$ cat config.mk
export PLATFORM = sky130hd
export DESIGN_NAME = pipe_rr_issue_ctrl
export DESIGN_NICKNAME = d
export VERILOG_FILES = /design/src/rtl/pipe_rr_issue_ctrl.sv
export SDC_FILE = /design/constraint.sdc
export NUM_CORES = 1
export LEC_CHECK = 0
export BUFFER_PORTS_ARGS = -buffer_cell sky130_fd_sc_hd__clkbuf_2
export CAP_MARGIN = 20
export CORE_UTILIZATION = 38
export CTS_CLUSTER_DIAMETER = 40
export CTS_CLUSTER_SIZE = 8
export DETAILED_ROUTE_END_ITERATION = 7
export PLACE_DENSITY = 0.7
export SLEW_MARGIN = 20
export SYNTH_ARGS = -nofsm -noshare
export SYNTH_HDL_FRONTEND = slang
export SYNTH_HIERARCHICAL = 1
export SYNTH_SLANG_ARGS = --single-unit
$ cat constraint.sdc
create_clock -name clk -period 11.1 [get_ports clk]
set_input_delay 2.22 -clock clk [delete_from_list [all_inputs] [get_ports clk]]
set_output_delay 2.22 -clock clk [all_outputs]
set_load 0.01 [all_outputs]
$ cat src/rtl/pipe_rr_issue_ctrl.sv
// Round-robin issue controller sharing one fixed-latency, non-stallable pipeline between NREQ requesters.
// Tracks {valid,id} alongside the pipeline and buffers results in a credit-protected output FIFO.

module pipe_rr_arb #(
  parameter int NREQ = 4,
  parameter int IDW  = 2
) (
  input  logic [NREQ-1:0] req,
  input  logic [IDW-1:0]  ptr,
  input  logic            en,
  output logic [NREQ-1:0] gnt_oh,
  output logic [IDW-1:0]  gnt_id,
  output logic            gnt_any
);
  logic [IDW-1:0] idx;

  // Walk offsets from the top down so the smallest offset from ptr wins.
  always_comb begin
    gnt_oh  = '0;
    gnt_id  = '0;
    gnt_any = 1'b0;
    idx     = '0;
    for (int k = NREQ - 1; k >= 0; k--) begin
      idx = IDW'((int'(ptr) + k) % NREQ);
      if (en && req[idx]) begin
        gnt_any = 1'b1;
        gnt_id  = idx;
      end
    end
    if (gnt_any) gnt_oh[gnt_id] = 1'b1;
  end
endmodule

module pipe_rr_issue_ctrl #(
  parameter int NREQ       = 4,
  parameter int W          = 32,
  parameter int LATENCY    = 3,
  parameter int FIFO_DEPTH = 4
) (
  input  logic                    clk,
  input  logic                    rst,
  input  logic [NREQ-1:0]         req_valid,
  input  logic [NREQ*W-1:0]       req_data,
  output logic [NREQ-1:0]         req_ready,
  output logic                    pipe_in_valid,
  output logic [W-1:0]            pipe_in_data,
  input  logic [W-1:0]            pipe_out_data,
  output logic                    resp_valid,
  output logic [$clog2(NREQ)-1:0] resp_id,
  output logic [W-1:0]            resp_data,
  input  logic                    resp_ready
);
  localparam int IDW = $clog2(NREQ);
  localparam int CW  = $clog2(FIFO_DEPTH + 1);
  localparam int PW  = (FIFO_DEPTH > 1) ? $clog2(FIFO_DEPTH) : 1;

  typedef struct packed {
    logic [IDW-1:0] id;
    logic [W-1:0]   data;
  } resp_t;

  logic [NREQ-1:0][W-1:0] req_vec;
  logic [CW-1:0]          cnt;
  logic [IDW-1:0]         rr_ptr;
  logic                   can_issue;
  logic [NREQ-1:0]        gnt_oh;
  logic [IDW-1:0]         gnt_id;
  logic                   gnt_any;
  logic                   issue;
  logic                   pop;
  logic                   push;
  logic                   full;
  resp_t                  push_ent;
  resp_t                  head;

  logic [LATENCY-1:0]           vld_pipe;
  logic [LATENCY-1:0][IDW-1:0]  id_pipe;

  resp_t           mem [FIFO_DEPTH];
  logic [PW-1:0]   wr_ptr;
  logic [PW-1:0]   rd_ptr;
  logic [CW-1:0]   occ;

  assign req_vec = req_data;

  // Credits cover in-flight work plus queued results, so a full FIFO can never be overrun.
  assign can_issue = !rst && (cnt < CW'(FIFO_DEPTH));

  pipe_rr_arb #(.NREQ(NREQ), .IDW(IDW)) u_arb (
    .req     (req_valid),
    .ptr     (rr_ptr),
    .en      (can_issue),
    .gnt_oh  (gnt_oh),
    .gnt_id  (gnt_id),
    .gnt_any (gnt_any)
  );

  assign req_ready     = gnt_oh;
  assign issue         = gnt_any;
  assign pipe_in_valid = issue;
  assign pipe_in_data  = issue ? req_vec[gnt_id] : '0;

  assign resp_valid = (occ != '0);
  assign full       = (occ == CW'(FIFO_DEPTH));
  assign pop        = resp_valid && resp_ready;
  assign push       = vld_pipe[LATENCY-1];
  assign push_ent   = '{id: id_pipe[LATENCY-1], data: pipe_out_data};
  assign head       = mem[rd_ptr];
  assign resp_id    = resp_valid ? head.id   : '0;
  assign resp_data  = resp_valid ? head.data : '0;

  function automatic logic [PW-1:0] ptr_inc(input logic [PW-1:0] p);
    return (p == PW'(FIFO_DEPTH - 1)) ? '0 : PW'(p + 1'b1);
  endfunction

  always_ff @(posedge clk) begin
    if (rst) begin
      cnt    <= '0;
      rr_ptr <= '0;
    end else begin
      case ({issue, pop})
        2'b10:   cnt <= CW'(cnt + 1'b1);
        2'b01:   cnt <= CW'(cnt - 1'b1);
        default: cnt <= cnt;
      endcase
      if (issue) rr_ptr <= (gnt_id == IDW'(NREQ - 1)) ? '0 : IDW'(gnt_id + 1'b1);
    end
  end

  // Id tracking runs in lockstep with the pipeline; stage LATENCY-1 lines up with pipe_out_data.
  always_ff @(posedge clk) begin
    if (rst) begin
      vld_pipe <= '0;
      id_pipe  <= '0;
    end else begin
      vld_pipe[0] <= issue;
      id_pipe[0]  <= gnt_id;
      for (int s = 1; s < LATENCY; s++) begin
        vld_pipe[s] <= vld_pipe[s-1];
        id_pipe[s]  <= id_pipe[s-1];
      end
    end
  end

  always_ff @(posedge clk) begin
    if (rst) begin
      wr_ptr <= '0;
      rd_ptr <= '0;
      occ    <= '0;
      for (int e = 0; e < FIFO_DEPTH; e++) mem[e] <= '0;
    end else begin
      if (push) begin
        mem[wr_ptr] <= push_ent;
        wr_ptr      <= ptr_inc(wr_ptr);
      end
      if (pop) rd_ptr <= ptr_inc(rd_ptr);
      case ({push, pop})
        2'b10:   occ <= CW'(occ + 1'b1);
        2'b01:   occ <= CW'(occ - 1'b1);
        default: occ <= occ;
      endcase
    end
  end

  a_no_overflow: assert property (@(posedge clk) disable iff (rst) push |-> (!full || pop));

endmodule

Yosys cells after proc, flatten, opt, wreduce, memory -nomap -nowiden
Memory sizes are Yosys's and may differ from the RTL's. A register that Yosys moved wholly into a read port is not among the register bits.
Cells that the tools add are included.
{ "op_classes": {"muxes": 39, "n_lt_le_gt_ge": 7, "eq_ne": 7, "n_reduce_logical": 12, "add_sub_neg": 10} }
{ "op_table": {"columns": ["cell", "n"], "rows": [
  ["$mux W32", 3],
  ["$bmux W32 S2", 1],
  ["$mux W34", 1],
  ["$reduce_or A34 Y1", 1],
  ["$mux W2", 11],
  ["$lt A2 B3 Y1 const B", 5],
  ["$mux W1", 15],
  ["$pmux W3 S2", 2],
  ["$eq A2 B2 Y1 const B", 5],
  ["$add A2 B1 Y2 const B", 4],
  ["$bmux W1 S2", 4],
  ["$logic_and A1 B1 Y1", 7],
  ["$add A3 B1 Y3 const B", 2],
  ["$sub A3 B1 Y3 const B", 2],
  ["$add A2 B2 Y2 const B", 2],
  ["$eq A2 B1 Y1 const B", 2],
  ["$mux W4", 1],
  ["$reduce_bool A2 Y1", 2],
  ["$lt A3 B3 Y1 const B", 1],
  ["$reduce_bool A3 Y1", 1],
  ["$demux W1 S2", 1],
  ["$ge A2 B1 Y1 const B", 1],
  ["$logic_not A1 Y1", 1]
]} }
{ "word_totals": {"ramBits": 136, "ff_bits": 21, "inputBits": 167, "memories": 1, "wordCells": 85, "output_inout_bits": 72} }
{ "memory_table": {"columns": ["name", "depth", "width", "rd", "rd_clocked_by_memory_dff", "write_ports", "line_no", "source"], "rows": [
  ["mem", 4, 34, 1, 1, 4, "79", "resp_t mem [FIFO_DEPTH];"]
]} }

Depth between registers and ports, before layout
Gate-level depths: netlist of the first run.
{ "depth": {"depth_word": 13, "depth_mapped": 11, "mapped_depth_nobuf": 8} }

Cells and area by module
Netlist of the first run, hierarchy kept.
{ "modules_own_cells": {"columns": ["module", "seq_area_each_um2", "n_inst", "area_each_um2", "cells_each"], "rows": [
  ["pipe_rr_issue_ctrl", 4544.4, 1, 8005.2, 535],
  ["pipe_rr_arb", 0.0, 1, 193.9, 29]
]} }

Least setup slack after synthesis of the first run
No wires, ideal clock.
{ "synth_timing": {"kind": "input-to-output", "start": "in req_valid[2]", "end": "out pipe_in_data[23]", "stages": 8, "slack_ps": 4382, "required_time_ps": 8880, "arrival_time_ps": 4498, "n_path_buf": 2, "path_cell_list": "and4bb_1 > or4_4 > or3_1 > nand2_1 > buf_4 > buf_4 > mux4_2 > and2_1"} }
{ "synth_between": {"elab_chain_len": 10, "word_cells_on_any_way": 23, "cone_classes": "19 x mux; 4 x reduce/logical"} }
{ "synth_rtl": {"columns": ["item", "line_no", "source"], "rows": [
  ["start, declared", "42", "input logic [NREQ-1:0] req_valid,"],
  ["$bmux W1 S2", "25", "if (en && req[idx]) begin"],
  ["$mux W1 (not written as such)", "25", null],
  ["$logic_and A1 B1 Y1", "25", null],
  ["$mux W2 (3 in a row)", "25", null],
  ["$mux W2 (*)", "25", null],
  ["named net gnt_id[0]", "67", "logic [IDW-1:0] gnt_id;"],
  ["$bmux W32 S2 (*)", "101", "assign pipe_in_data = issue ? req_vec[gnt_id] : '0;"],
  ["$mux W32 (not written as such) (*)", "101", null],
  ["$mux W32 (*)", "101", null],
  ["end, declared", "46", "output logic [W-1:0] pipe_in_data,"]
]} }
The timed path passes the listed nets; every way through them passes the cells marked *. The select of a mux whose other input is x is not followed.

Worst setup path in the final report of the first run
{ "layout_timing": {"start": "in req_valid[2]", "end": "out pipe_in_data[16]"} }
The elaborated chain is that of the path after synthesis.

==> results of run 1 <==
[cell type report]
type / instances / area (sq um)
fill: 1887 / 10870
sequential: 159 / 4547
multi-input combinational: 358 / 3467
timing repair buffer: 248 / 1279
clock buffer: 22 / 444.2
tap: 275 / 344.1
clock inverter: 9 / 93.84
inverter: 8 / 30.03
antenna: 7 / 17.52
[power groups by stage]
stage	Combinational (uW)	Sequential (uW)	Clock (uW)
floorplan	216	696	0
global placement	316	703	0
CTS	321	692	550
finish	316	691	540
global route	346	694	572
detailed placement	320	704	0
[state kept, by name (all words and copies together), names as in the netlist, named ones only]
name	count
cnt	3
rd_ptr	2
rr_ptr	2
vld_pipe	3
id_pipe	6
occ	3
wr_ptr	2
mem	136
[Yosys cell counts]
cell type and instances:
and4bb_1 1, ha_1 4, nor3_1 5, nor4_1 2
o31ai_4 1, buf_1 3, clkbuf_1 23, mux2i_1 5
nand2b_1 1, a21oi_1 10, or4_4 1, and2b_1 28
and3_2 1, or2_2 3, edfxtp_1 136, o21ai_0 4
or3_2 1, a31o_2 1, nor4b_1 1, o21a_1 1
buf_6 2, nor3b_1 1, mux4_2 66, or3_1 1
o221ai_1 1, or4b_4 1, nor2_1 19, o211ai_1 2
and4b_1 1, nor2b_1 15, and2_1 168, nor4bb_1 1
nor3b_2 2, xor2_2 1, nand2_1 2, nor3_2 1
buf_2 5, xor2_1 3, dfxtp_1 23, inv_1 8
fa_1 2, buf_4 6, a21boi_0 1
[metal layers]
layer / wire length (um) / part of all wire (%) / vias to the layer above
li1: - / - / 2529
met2: 11590 / 53 / 244
met5: 0 / 0 / -
met1: 7688 / 35 / 2709
met3: 1116 / 5.1 / 40
met4: 1274 / 5.9 / 0
[critical path, stage by stage]
cell	delay [ns]
clkbuf_2	0.12
and4bb_1	0.21
or4_4	0.57
or3_1	0.42
nand2_2	0.12
buf_4	0.49
mux4_2	0.58
and2_1	0.17
clkbuf_2	0.12
[final timing paths]
check	end	slack, ns	cells past startpoint
setup / recovery	pipe_in_data[16]	3.82	9
hold reg to reg	vld_pipe[1]$_SDFF_PP0_	0.44	1
hold / removal	vld_pipe[1]$_SDFF_PP0_	0.44	1
setup reg to reg	cnt[2]$_SDFFE_PP0P_	8.28	8
[kinds of logic (layout without fill, tap and decap cells)]
logic type	count (synthesis)	count (layout)
buffers and inverters	47	287
DFF	159	159
xor gates and xnor gates	4	4
AOI/OAI and AO/OA	21	21
and+or+nand+nor	256	256
muxes	71	71
adders and majority gates	6	6
other	0	7
[stage by stage]
stage               instance area [sq um]  hold slack (ns)  instances  util (%)  setup slack [ns]
global route                        10220           0.4633       1086     48.48             3.632
floorplan                            8199           0.4138        564         -             4.382
global placement                     9647           0.4163       1047     45.75             3.826
finish                              10220           0.4365       1086     48.48             3.816
CTS                                 10180           0.4384       1078     48.30             3.794
detailed placement                   9647           0.4220       1047     45.75             3.787
==> results_dict.tcl, run 1 <==
set metrics [dict create \
    dp_hpwl_um 15030 \
    timing.fmax_mhz 137.3 \
    finalHoldViolCount 0 \
    dieArea_sq_um 22170 \
    clkTransAtPathRegs_ns 0.06 \
    grt_max_degree 36 \
    power_switching_share_pct 24.81 \
    r2r-start "cnt[2]$_SDFFE_PP0P_" \
    row_count 53 \
    min_period_ns 7.284 \
    grt_first_pass_wirelength_um 32160 \
    max_slew_margin_pct 33.56 \
    root_buffer "clkbuf_16" \
    cts_made_buffers 17 \
    synth_top_area_share_pct 49.81 \
    period_share_pct 65.62 \
    dr.first_iter.drc_count 232 \
    syn_area_per_cell_sq_um 14.54 \
    p_leak_uw 0.004251 \
    critPathLaunch "req_valid[2]" \
    peakVddDrop_mv 0.09164 \
    post_cts.repair.setup_buffers 0 \
    cts_tree "done" \
    die_x_um 148.9 \
    report.final.slew_viol_count 0 \
    vias_per_cell 5.085 \
    comb_power_share_pct 20.5 \
    cts_num_sinks 159 \
    yosys.area.top_type "edfxtp_1" \
    core-area_sq_um 21090 \
    grt.met3_usage_pct 3.884 \
    outcome "completed" \
    cts_hold_buffers 0 \
    synth_simple_gate_area_share_pct 19.84 \
    max-cap-violations 0 \
    use_met2_pct 37.49 \
    postSynthCellCount 564 \
    setup-tns-final_ns 0 \
    switching_power_uw 383.8 \
    tightest_slew_ns 0.9966 \
    antenna_found_initial 7 \
    grt_usage_pct 20.34 \
    power_uw 1547 \
    gr-max-usage-layer "met2" \
    setup_viol 0 \
    syn_nets 737 \
    yosysWarnings 6 \
    grt_overflow_total 0 \
    synth.area.top_cells "edfxtp_1 50%, mux4_2 18%, and2_1 13%" \
    cts_buffer_depth 2 \
    critPathMaxFanout 31 \
    power.density_nw_per_um2 151.4 \
    path_class "primary input to output pin" \
    cp_data_arrival_time_ns 5.06 \
    hold_start "vld_pipe[0]$_SDFF_PP0_" \
    synthMuxAreaShare_pct 18.74 \
    synth_area_sq_um 8199 \
    ant_nets 0 \
    critPathCaptureType "output pin" \
    ioPinCount 239 \
    place_congestion 0.9500 \
    ys_ff_latch 159 \
    cell_internal_pwr_uw 1163 \
    grt_pass1_vias 5735 \
    synth_fa_ha_area_share_pct 1.099 \
    p_clk_share_pct 34.9 \
    synth_seq_area_share_pct 55.42 \
    sequentialPowerShare_pct 44.7 \
    synth_top_family_by_area "simple AND/OR/NAND/NOR gates" \
    synth_cell_types 43 \
    synth_xor_area_share_pct 0.5188 \
    clock_skew_ns 0.008216 \
    cp-start-kind "primary input" \
    via_count 5522 \
    routed_wl_um 21670 \
    wl_per_cell_um 19.95 \
    io_buffer_count 238 \
    hold_path_class "flip-flop to flip-flop" \
    start_util_pct 38.88 \
    rsz0062_at_grt "false" \
    drive_gt1_share_pct 44.15 \
    drc 0 \
    nets 965 \
    post_cts_resized 0 \
    crit_required_ns 8.88 \
    synth_compound_area_share_pct 1.694 \
    final_common_cell "clkbuf_2" \
    htree_num_levels 4 \
    clk_latency_ns 0.42 \
    final_cell_mix "238 x clkbuf_2, 168 x and2_1, 136 x edfxtp_1, 66 x mux4_2, 28 x and2b_1" \
    layout-area-overhead-vs-synth_pct 24.68 \
    die_h_um 148.9 \
    use_met1_pct 20.16 \
    firstDrtPassIters 4 \
]
Power figures use the tool's default switching activity.
==> run 2, diff against run 1 <==
--- a/config.mk
+++ b/config.mk
@@ -11,7 +11,7 @@
 export CTS_CLUSTER_DIAMETER = 40
 export CTS_CLUSTER_SIZE = 8
 export DETAILED_ROUTE_END_ITERATION = 7
-export PLACE_DENSITY = 0.7
+export PLACE_DENSITY = 0.72
 export SLEW_MARGIN = 20
 export SYNTH_ARGS = -nofsm -noshare
 export SYNTH_HDL_FRONTEND = slang
==> constraint.sdc (replaced) <==
create_clock -name clk -period 6.6 [get_ports clk]
set_input_delay 1.32 -clock clk [delete_from_list [all_inputs] [get_ports clk]]
set_output_delay 1.32 -clock clk [all_outputs]
set_load 0.01 [all_outputs]
==> results_dict.tcl, run 2 (synthesis results as in run 1) <==
set metrics [dict create \
    outcome "completed" \
    clk_latency_ns 0.42 \
    final_area_sq_um 10240 \
    cts_buffer_depth 2 \
    io_buffer_count 238 \
    via_count 5554 \
    grt_first_pass_wirelength_um 33260 \
    ioPinCount 239 \
    die_h_um 148.9 \
    max_flop_register "mem" \
    post_cts_resized 0 \
    switching_power_uw 659.8 \
    largest_register_ff_count 136 \
    crit_buf_inv 3 \
    ant_nets 0 \
    cts_hold_buffers 0 \
    place_congestion 0.9774 \
    report.final.slew_viol_count 0 \
    clock_skew_ns 0.007695 \
    crit_slowest_cell "mux4_2" \
    tightest_slew_ns 1.067 \
    period_share_pct 82.92 \
    post-route-util_pct 48.56 \
    critPathCaptureType "output pin" \
    largestRegisters "mem x136, id_pipe x6" \
    dpl_cell_area_sq_um 9654 \
    path_class "primary input to output pin" \
    cp_common_cell "clkbuf_2" \
    cp_data_arrival_time_ns 4.15 \
    peakVddDrop_mv 0.1771 \
    core-area_sq_um 21090 \
    row_count 53 \
    wl_per_cell_um 20.84 \
    start_util_pct 38.88 \
    final_common_cell "clkbuf_2" \
    rsz0062_at_grt "false" \
    grt_overflow_total 0 \
    cp_cell_sequence "clkbuf_2, and4bb_1, or4_4, or3_1, nand2_2, buf_4, mux4_2, and2_1, clkbuf_2" \
    cts_made_buffers 17 \
    clkTransAtPathRegs_ns 0.06 \
    vias_per_cell 5.119 \
    cell_internal_pwr_uw 1975 \
    power_switching_share_pct 25.05 \
    nets 965 \
    routed_wl_um 22620 \
    power.density_nw_per_um2 257.3 \
    root_buffer "clkbuf_16" \
    setup-tns-final_ns 0 \
    hold_ws_ns 0.4423 \
    post_cts.repair.setup_buffers 0 \
    grt_max_degree 36 \
    finalHoldViolCount 0 \
    layout-area-overhead-vs-synth_pct 24.89 \
    drc 0 \
    slowest_delay_ns 0.58 \
    htree_num_levels 4 \
    crit_required_ns 5.28 \
    timing.fmax_mhz 182.7 \
    final_cell_mix "241 x clkbuf_2, 168 x and2_1, 136 x edfxtp_1, 66 x mux4_2, 28 x and2b_1" \
    cts_num_sinks 159 \
    max-cap-violations 0 \
    antenna_found_initial 9 \
    critPathMaxFanout 35 \
    grt_pass1_vias 5683 \
    p_leak_uw 0.004279 \
    hold_path_class "flip-flop to flip-flop" \
    dieArea_sq_um 22170 \
    comb_power_share_pct 20.2 \
    cts_tree "done" \
    sequentialPowerShare_pct 44.1 \
    firstDrtPassIters 4 \
    critPathTopFamily "simple AND/OR/NAND/NOR gates" \
    p_clk_share_pct 35.7 \
    cp-start-kind "primary input" \
    max_slew_margin_pct 28.86 \
    dr.first_iter.drc_count 394 \
    die_x_um 148.9 \
    min_period_ns 5.473 \
    grt_usage_pct 21.10 \
    drive_gt1_share_pct 45.22 \
    setup_viol 0 \
    dp_hpwl_um 15880 \
]
## run 2: final timing paths
kind / from / end / slack (ns) / cells past startpoint
setup reg to reg: rr_ptr[0]$_SDFFE_PP0P_ / rr_ptr[1]$_SDFFE_PP0P_ / 3.65 / 8
setup / recovery: req_valid[2] / pipe_in_data[1] / 1.13 / 9
hold / removal: id_pipe[2]$_SDFF_PP0_ / id_pipe[4]$_SDFF_PP0_ / 0.44 / 1
hold reg to reg: id_pipe[2]$_SDFF_PP0_ / id_pipe[4]$_SDFF_PP0_ / 0.44 / 1
## run 2: layout make-up
cell class	count	area, sq um
Antenna cell	5	12.51
Multi-Input combinational cell	358	3467
Fill cell	1878	10850
Tap cell	275	344.1
Clock inverter	4	21.27
Sequential cell	159	4547
Inverter	8	30.03
Clock buffer	28	551.8
Timing Repair Buffer	248	1266
## run 2: power by group through the flow
stage	combinational [uW]	sequential (uW)	clock, uW
2_1_floorplan	363	1170	0
3_3_place_gp	534	1180	0
3_5_place_dp	542	1180	0
4_1_cts	544	1160	954
5_1_grt	581	1170	988
6_report	532	1160	940
## run 2: worst register-to-register path: stages, from the launching register on
cell and delay (ns):
dfxtp_1 0.51, and4bb_1 0.23, or4_4 0.57, or3_1 0.43, nand2_2 0.08, buf_4 0.51, ha_1 0.34, mux2i_1 0.13
nor2_1 0.05
## run 2: through the flow
step           instances  power [uW]  worst slack, ns
2_1_floorplan        564        1534            1.682
3_3_place_gp        1048        1716            1.155
3_5_place_dp        1048        1727            1.111
4_1_cts             1080        2661            1.110
5_1_grt             1085        2737           0.9731
6_report            1085        2635            1.127
## run 2: metal layers
layer  vias to the layer above  GRT usage, %  wire (um)
met3                        47         5.076       1412
met1                      2722         21.47       7990
met4                         0         15.00       1325
met5                         -             0          0
li1                       2529             -          -
met2                       256         37.81      11890
==> run 3, diff against run 2 <==
==> constraint.sdc (replaced) <==
create_clock -name clk -period 4.55 [get_ports clk]
set_input_delay 0.91 -clock clk [delete_from_list [all_inputs] [get_ports clk]]
set_output_delay 0.91 -clock clk [all_outputs]
set_load 0.01 [all_outputs]
==> results_dict.tcl, run 3 (synthesis results as in run 1) <==
set metrics [dict create \
    setup_viol 0 \
    antenna_found_initial 8 \
    nets 967 \
    crit_slowest_cell "or4_4" \
    path_class "primary input to output pin" \
    slowest_delay_ns 0.58 \
    vias_per_cell 5.134 \
    clkTransAtPathRegs_ns 0.06 \
    pre_cts_slack_ns 0.2113 \
    post_cts.repair.setup_buffers 0 \
    ant_nets 0 \
    max_flop_register "mem" \
    crit_buf_inv 3 \
    hold_path_class "flip-flop to flip-flop" \
    cp_cell_sequence "clkbuf_2, and4bb_1, or4_4, or3_1, nand2_2, buf_12, mux4_2, and2_1, clkbuf_2" \
    outcome "completed" \
    critPathMaxFanout 22 \
    core-area_sq_um 21090 \
    critPathTopFamily "simple AND/OR/NAND/NOR gates" \
    hold_ws_ns 0.4400 \
    power.density_nw_per_um2 371.3 \
    drc 0 \
    cts_made_buffers 17 \
    wl_per_cell_um 21.23 \
    finalHoldViolCount 0 \
    rsz0062_at_grt "false" \
    largest_register_ff_count 136 \
    dieArea_sq_um 22170 \
    cp_data_arrival_time_ns 3.46 \
    min_period_ns 4.374 \
    layout-area-overhead-vs-synth_pct 24.97 \
    dr.first_iter.drc_count 416 \
    max-cap-violations 0 \
    grt_pass1_vias 5905 \
    cts_buffer_depth 2 \
    final_common_cell "clkbuf_2" \
    dp_hpwl_um 16130 \
    drive_gt1_share_pct 44.36 \
    critPathCaptureType "output pin" \
    fillers 1859 \
    grt_first_pass_wirelength_um 34070 \
    io_buffer_count 238 \
    die_x_um 148.9 \
    htree_num_levels 4 \
    final_cell_mix "238 x clkbuf_2, 168 x and2_1, 136 x edfxtp_1, 66 x mux4_2, 28 x and2b_1" \
    largestRegisters "mem x136, id_pipe x6" \
    cts_tree "done" \
    clock_skew_ns 0.006067 \
    start_util_pct 38.88 \
    max_slew_margin_pct 28.48 \
    tightest_slew_ns 1.073 \
    routed_wl_um 23080 \
    grt_usage_pct 21.50 \
    finalWorstSetupSlack_ns 0.1763 \
    place_congestion 0.9807 \
    root_buffer "clkbuf_16" \
    clk_latency_ns 0.42 \
    p_leak_uw 0.004268 \
    cts_num_sinks 159 \
    peakVddDrop_mv 0.2354 \
    setup-tns-final_ns 0 \
    period_share_pct 96.13 \
    timing.fmax_mhz 228.6 \
    cp-start-kind "primary input" \
    dpl_cell_area_sq_um 9694 \
    row_count 53 \
    cp_common_cell "clkbuf_2" \
    ioPinCount 239 \
    die_h_um 148.9 \
    post_cts_resized 0 \
    via_count 5581 \
    grt_overflow_total 0 \
    cts_hold_buffers 0 \
    grt_max_degree 36 \
    crit_required_ns 3.64 \
    report.final.slew_viol_count 0 \
    final_area_sq_um 10250 \
    firstDrtPassIters 5 \
]
==> run 3: cell count changes in the layout (fill, tap and decap cells not counted), sizes merged <==
cell,before,now
inv,9,8
clkinv,3,8
bufinv,0,2
clkbuf,266,260
buf,10,12
==> run 3: worst reg2reg max path: stages, from the launching register on <==
cell      delay [ns]
dfxtp_1         0.51
and4bb_1        0.23
or4_4           0.58
or3_1           0.42
nand2_2         0.13
buf_4           0.19
ha_1            0.25
mux2i_1         0.13
nor2_1          0.05
==> run 3: metrics by stage <==
stage	cells	utilization, %	power, uW
after global placement	1050	45.97	2503
after floorplan	564	-	2226
final	1087	48.59	3805
after CTS	1082	48.53	3835
after global routing	1087	48.59	3952
after detailed placement	1050	45.97	2519
==> run 3: path summary, 6_finish.rpt <==
path | startpoint | endpoint | cells past startpoint | slack [ns]
max reg2reg | rr_ptr[0]$_SDFFE_PP0P_ | rr_ptr[1]$_SDFFE_PP0P_ | 8 | 1.95
max | req_valid[2] | pipe_in_data[28] | 9 | 0.18
min | vld_pipe[1]$_SDFF_PP0_ | vld_pipe[2]$_SDFF_PP0_ | 1 | 0.44
min reg2reg | vld_pipe[1]$_SDFF_PP0_ | vld_pipe[2]$_SDFF_PP0_ | 1 | 0.44
==> run 3: where the power goes <==
part           internal, uW  switching, uW  total [uW]
sequential             1650           38.3        1690
combinational           406            385         791
clock                   795            531        1330
==> run 3: metal layers <==
layer	share of wire [%]	routed length (um)	track usage [%]	up-vias
li1	-	-	-	2537
met2	55	12670	40.65	233
met3	5.8	1350	4.037	41
met4	3.8	869	10.87	0
met1	36	8195	22.51	2770
met5	0	0	0	-
==> run 3: final cells by class <==
cell class	count	area [sq um]	area share, %
flip-flops and latches	159	4547	44.38
multi-input cells	358	3467	33.84
repair buffers	250	1306	12.75
clock buffers	22	444.2	4.335
well taps	275	344.1	3.358
clock inverters	10	95.09	0.9281
inverters	8	30.03	0.2931
diodes	5	12.51	0.1221
